===== src/rtl/cla_chunk_sequencer.sv =====
// cla_chunk_sequencer
// Time-multiplexes one external CHUNK-bit carry-lookahead slice across a WIDTH-bit add.
// The operands are latched on accept. They are fed to the slice one chunk per clock,
// starting with the least significant chunk. The slice carry-out is registered and fed
// back as the carry-in of the next chunk.
//
// Handshakes: a transfer happens on a rising edge where valid and ready are both high.
// A source holds valid and its data stable until that edge. Ready never depends
// combinationally on valid.
//
// Optional feature: define CLA_SEQ_OVF_EN to add the registered signed-overflow output ovf.
module cla_chunk_sequencer #(
    parameter int WIDTH = 16,
    parameter int CHUNK = 4
) (
    input  logic             clk,
    input  logic             rst,
    input  logic             in_valid,
    output logic             in_ready,
    input  logic [WIDTH-1:0] a,
    input  logic [WIDTH-1:0] b,
    input  logic             c_in,
    output logic [CHUNK-1:0] slice_a,
    output logic [CHUNK-1:0] slice_b,
    output logic             slice_cin,
    input  logic [CHUNK-1:0] slice_s,
    input  logic             slice_g,
    input  logic             slice_p,
    output logic             out_valid,
    input  logic             out_ready,
    output logic [WIDTH-1:0] sum,
    output logic             c_out
`ifdef CLA_SEQ_OVF_EN
    ,
    output logic             ovf
`endif
);

    localparam int N     = WIDTH / CHUNK;
    localparam int IDX_W = (N > 1) ? $clog2(N) : 1;
    localparam logic [IDX_W-1:0] LAST_IDX = IDX_W'(N - 1);

    // IDLE waits for operands, RUN walks the chunks, DONE presents the result.
    typedef enum logic [1:0] {
        ST_IDLE = 2'd0,
        ST_RUN  = 2'd1,
        ST_DONE = 2'd2
    } state_t;

    // state is left as a plain named signal so checkers can bind to it directly.
    state_t             state;
    logic [IDX_W-1:0]   idx;
    logic [WIDTH-1:0]   a_hold;
    logic [WIDTH-1:0]   b_hold;
    logic               carry;
    logic [WIDTH-1:0]   sum_acc;
    logic               c_out_acc;
    logic               in_ready_r;
    logic               out_valid_r;

    logic [CHUNK-1:0]   chunk_a;
    logic [CHUNK-1:0]   chunk_b;
    logic               carry_next;
    logic               last_chunk;

    // Select the current chunk of each held operand for the shared slice.
    always_comb begin
        chunk_a = '0;
        chunk_b = '0;
        for (int i = 0; i < N; i++) begin
            if (idx == IDX_W'(i)) begin
                chunk_a = a_hold[i*CHUNK +: CHUNK];
                chunk_b = b_hold[i*CHUNK +: CHUNK];
            end
        end
    end

    // Carry out of the current chunk comes from the group generate/propagate terms.
    always_comb begin
        carry_next = slice_g | (slice_p & carry);
        last_chunk = (idx == LAST_IDX);
    end

    assign slice_a   = chunk_a;
    assign slice_b   = chunk_b;
    assign slice_cin = carry;
    assign in_ready  = in_ready_r;
    assign out_valid = out_valid_r;
    assign sum       = sum_acc;
    assign c_out     = c_out_acc;

    // Sequencer FSM. The handshake outputs are registered alongside the state.
    always_ff @(posedge clk or posedge rst) begin
        if (rst) begin
            state       <= ST_IDLE;
            idx         <= '0;
            a_hold      <= '0;
            b_hold      <= '0;
            carry       <= 1'b0;
            sum_acc     <= '0;
            c_out_acc   <= 1'b0;
            in_ready_r  <= 1'b1;
            out_valid_r <= 1'b0;
        end else begin
            case (state)
                ST_IDLE: begin
                    if (in_valid && in_ready_r) begin
                        a_hold     <= a;
                        b_hold     <= b;
                        carry      <= c_in;
                        idx        <= '0;
                        in_ready_r <= 1'b0;
                        state      <= ST_RUN;
                    end
                end
                ST_RUN: begin
                    for (int i = 0; i < N; i++) begin
                        if (idx == IDX_W'(i)) begin
                            sum_acc[i*CHUNK +: CHUNK] <= slice_s;
                        end
                    end
                    carry <= carry_next;
                    if (last_chunk) begin
                        c_out_acc   <= carry_next;
                        out_valid_r <= 1'b1;
                        state       <= ST_DONE;
                    end else begin
                        idx <= idx + 1'b1;
                    end
                end
                ST_DONE: begin
                    // Returning to IDLE raises in_ready one cycle after the result
                    // handshake. A new operand set cannot be accepted in the same cycle.
                    if (out_ready) begin
                        out_valid_r <= 1'b0;
                        in_ready_r  <= 1'b1;
                        state       <= ST_IDLE;
                    end
                end
                default: begin
                    state <= ST_IDLE;
                end
            endcase
        end
    end

`ifdef CLA_SEQ_OVF_EN
    logic ovf_r;
    logic carry_into_msb;

    // Recover the carry into the MSB from its sum bit: s = a ^ b ^ cin.
    always_comb begin
        carry_into_msb = slice_s[CHUNK-1] ^ chunk_a[CHUNK-1] ^ chunk_b[CHUNK-1];
    end

    // Signed overflow is captured on the last chunk, together with c_out.
    always_ff @(posedge clk or posedge rst) begin
        if (rst) begin
            ovf_r <= 1'b0;
        end else if (state == ST_RUN && last_chunk) begin
            ovf_r <= carry_into_msb ^ carry_next;
        end
    end

    assign ovf = ovf_r;
`else
    // Without the overflow option, no extra state is kept.
`endif

endmodule


===== config.mk =====
export PLATFORM = sky130hd
export DESIGN_NAME = cla_chunk_sequencer
export DESIGN_NICKNAME = d
export VERILOG_FILES = /design/src/rtl/cla_chunk_sequencer.sv
export SDC_FILE = /design/constraint.sdc
export NUM_CORES = 1
export LEC_CHECK = 0
export BUFFER_PORTS_ARGS = -buffer_cell sky130_fd_sc_hd__buf_2
export CORE_MARGIN = 4
export CORE_UTILIZATION = 45
export CTS_CLUSTER_DIAMETER = 60
export DETAILED_ROUTE_END_ITERATION = 6
export GPL_TIMING_DRIVEN = 0
export HOLD_SLACK_MARGIN = 0.02
export PLACE_DENSITY = 0.73
export SETUP_SLACK_MARGIN = 0.3
export SYNTH_ARGS = -nofsm -noshare
export SYNTH_HDL_FRONTEND = slang
export SYNTH_SLANG_ARGS = --single-unit

===== constraint.sdc =====
create_clock -name clk -period 1.5 [get_ports clk]
set_input_delay 0.075 -clock clk [delete_from_list [all_inputs] [get_ports clk]]
set_output_delay 0.075 -clock clk [all_outputs]
set_load 0.01 [all_outputs]

==> flow_summary_export.csv <==
group,metric,value,unit
pwr,peakVddDrop,0.891,mV
finish,insertedDiodeCount,0,
global_route,antenna_found_initial,0,
yosys,synth_cells,187,
global_route,grt_pass1_wl,12200,um
place,place_hpwl,4110,um
yosys,synth_edf_count,0,
clock_network,clock_path_buffers,2,
drt,drt_first_iter_violations,70,
finish,n_fill_cell,303,
timing,clock_skew,0.00446,ns
global_route,grt_max_degree,57,
yosys,yosysWarningCount,0,
global_route,grt_pass1_vias,2373,
global_route,grt_usage,21.9,%
timing,tightest_slew,0.314,ns
drt,drtAntennaViolNets,0,
critical_path,critPathLaunchType,"register",
pwr,leakage,0.00207,uW
yosys,syn_avg_cell_area,13.7,um2
finish,drive_above_1_share,63.1,%
job,maxCapViolCount,0,
timing,setup_viol,54,
timing,final_hold_viol_count,0,
floorplanning,die_area,6970,um2
finish,final_cells,405,
yosys,syn_nets,234,
outcome,violations,"negative setup slack",
timing,max_slew_margin,79.0,%
place,gp_congestion,0.703,
timing,whs,0.0355,ns
clock_network,clock_latency,0.30,ns
yosys,syn_area,2560,um2
floorplanning,die_y,83.5,um
critical_path,end_kind,"primary output",
finish,syn_to_final_growth,71.5,%
yosys,ys_ff_latch,56,
clock_network,root_buffer,"clkbuf_8",
clock_network,htree_levels,2,
drt,wl_per_cell,18.2,um
pwr,finalPower,7940,uW
yosys,synth-main-ff-cell,"dfrtp_1",
critical_path,criticalPathCategory,"reg2out",
timing,fmax,531,MHz
place,place_inst,329,
clock_network,numCtsBuffers,5,
drt,drtPass1Iterations,4,
outcome,outcome,"finished with violations",
timing,grt_setup_unrepaired,"yes",
floorplanning,core_area,5510,um2
place,post-place-ws,-0.171,ns
global_route,grt_overflow,0,
clock_network,numClockSinks,56,
min_path,hp-class,"in2reg",
floorplanning,start_util,46.6,%
critical_path,ff2ff_path_depth,7,
drt,wl,7380,um
pwr,p_per_area,1810,nW/um2
floorplanning,num_rows,27,
yosys,async_reset_ff_share,100,%
timing,min_period_over_period,126,%
critical_path,required,1.42,ns
yosys,synth_cell_types,27,
yosys,ys_seq_area_share,54.7,%
critical_path,crit_fanout,7,
min_path,whs_path_depth,3,
drt,vias,2044,
finish,final_nets,379,
critical_path,arrival,1.81,ns
timing,timing.final.ws_setup,-0.383,ns
clock_network,cts_tree,"yes",
timing,drv_slew,0,
timing,finalCriticalPeriod,1.88,ns
floorplanning,die_w,83.5,um
clock_network,cts.clk_slew.worst_paths,0.10,ns
place,io_buffers,70,
floorplanning,pin_count,71,
drt,drc_errors,0,
drt,viasPerCell,5.05,
synth_stat cells, drive strengths merged (2+ instances only):
| master | number | area share [%] |
|---|---|---|
| dfrtp | 55 | 54 |
| nand2b | 2 | 0.49 |
| a21oi | 6 | 1.2 |
| a221oi | 7 | 2.4 |
| ha | 4 | 2.0 |
| inv | 7 | 1.0 |
| mux2 | 48 | 24 |
| nor2b | 9 | 2.2 |
| a22o | 2 | 0.68 |
| nor2 | 2 | 0.29 |
| o31ai | 7 | 2.0 |
| o21ai | 7 | 1.4 |
| clkbuf | 4 | 0.59 |
| buf | 6 | 3.1 |
| nand2 | 15 | 2.2 |
cells in the final DEF, fill, tap and decap left out, drive strengths merged:
cell | Yosys | layout
nor2 | 2 | 2
o211ai | 1 | 1
ha | 4 | 4
a221oi | 7 | 7
nor4bb | 1 | 1
dfrtp | 55 | 55
nand2b | 2 | 2
clkbuf | 4 | 11
mux2 | 48 | 48
nor3b | 1 | 1
nand3b | 1 | 1
a21oi | 6 | 6
buf | 6 | 109
nand3 | 1 | 1
a22o | 2 | 2
o21ai | 7 | 7
dfstp | 1 | 1
inv | 7 | 6
bufinv | 0 | 1
clkinvlp | 0 | 1
o31ai | 7 | 7
dlygate4sd3 | 0 | 35
nand2 | 15 | 15
nor2b | 9 | 9
where the power goes:
group / internal [uW] / leakage (uW) / switching (uW)
clock: 590 / 0.0000645 / 494
combinational: 2460 / 0.00132 / 1750
sequential: 2180 / 0.000684 / 474
registers in the layout (all words and copies together) (netlist names):
signal	flops
idx	2
slice_cin	1
b_hold	16
in_ready	1
a_hold	16
state	2
c_out	1
sum	16
out_valid	1
critical path: stages (launching register included):
cell	delay, ns
dfrtp_2	0.46
buf_12	0.14
ha_4	0.16
nor2b_4	0.11
clkbuf_16	0.17
a221oi_2	0.07
o31ai_2	0.20
buf_2	0.18
final timing paths:
| check | startpoint | endpoint | slack [ns] |
|---|---|---|---|
| min in group asynchronous | rst | sum[12] | 0.27 |
| max in group asynchronous | rst | in_ready | 0.65 |
| worst min register to register | c_out | c_out | 0.50 |
| worst max register to register | state[0] | a_hold[2] | -0.20 |
| worst min-delay path | c_in | slice_cin | 0.04 |
| worst max-delay path | idx[0] | slice_b[0] | -0.38 |
area by class of cell:
cell class	count	area (um2)	share of cell area (%)
clock inverter	1	30.0	0.683
buffer	10	176	4.01
multi-input combinational	114	1420	32.2
sequential	56	1410	32.0
tap	72	90.1	2.05
timing repair buffer	138	1150	26.1
clock buffer	7	96.3	2.19
inverter	7	35.0	0.797
cells by family after synthesis:
kind of cell | count (synthesis) | synth area share (%)
AO/OA/AOI/OAI | 30 | 7.95
adder cells (fa/ha/maj) | 4 | 1.95
buffers and inverters | 17 | 4.68
flip-flops | 56 | 54.7
multiplexers | 48 | 24.1
AND/OR/NAND/NOR | 32 | 6.59
stage by stage:
stage	setup TNS [ns]	utilization [%]	instance area (um2)
after floorplan	-0.823	-	2860
after global placement	-5.04	59.9	3300
after detailed placement	-5.40	59.9	3300
after CTS	-6.84	77.7	4280
after global routing	-10.01	79.9	4400
final	-8.09	79.9	4400
routing by layer:
metal | wire, um | GRT usage (%)
met3 | 382 | 5.82
met4 | 85 | 4.97
met1 | 3090 | 27.3
met2 | 3820 | 38.3
met5 | 0 | 0
what timing repair did:
item                                    4_1_cts  5_1_grt
gates resized for setup                      43       13
endpoints found under the setup margin       62       65
hold buffers                                 34        1
hold endpoints to repair                     34       12
pin swaps                                    11        6
gates cloned                                  3        0
setup buffers                                26        3
(Power assumes the default switching activity.)
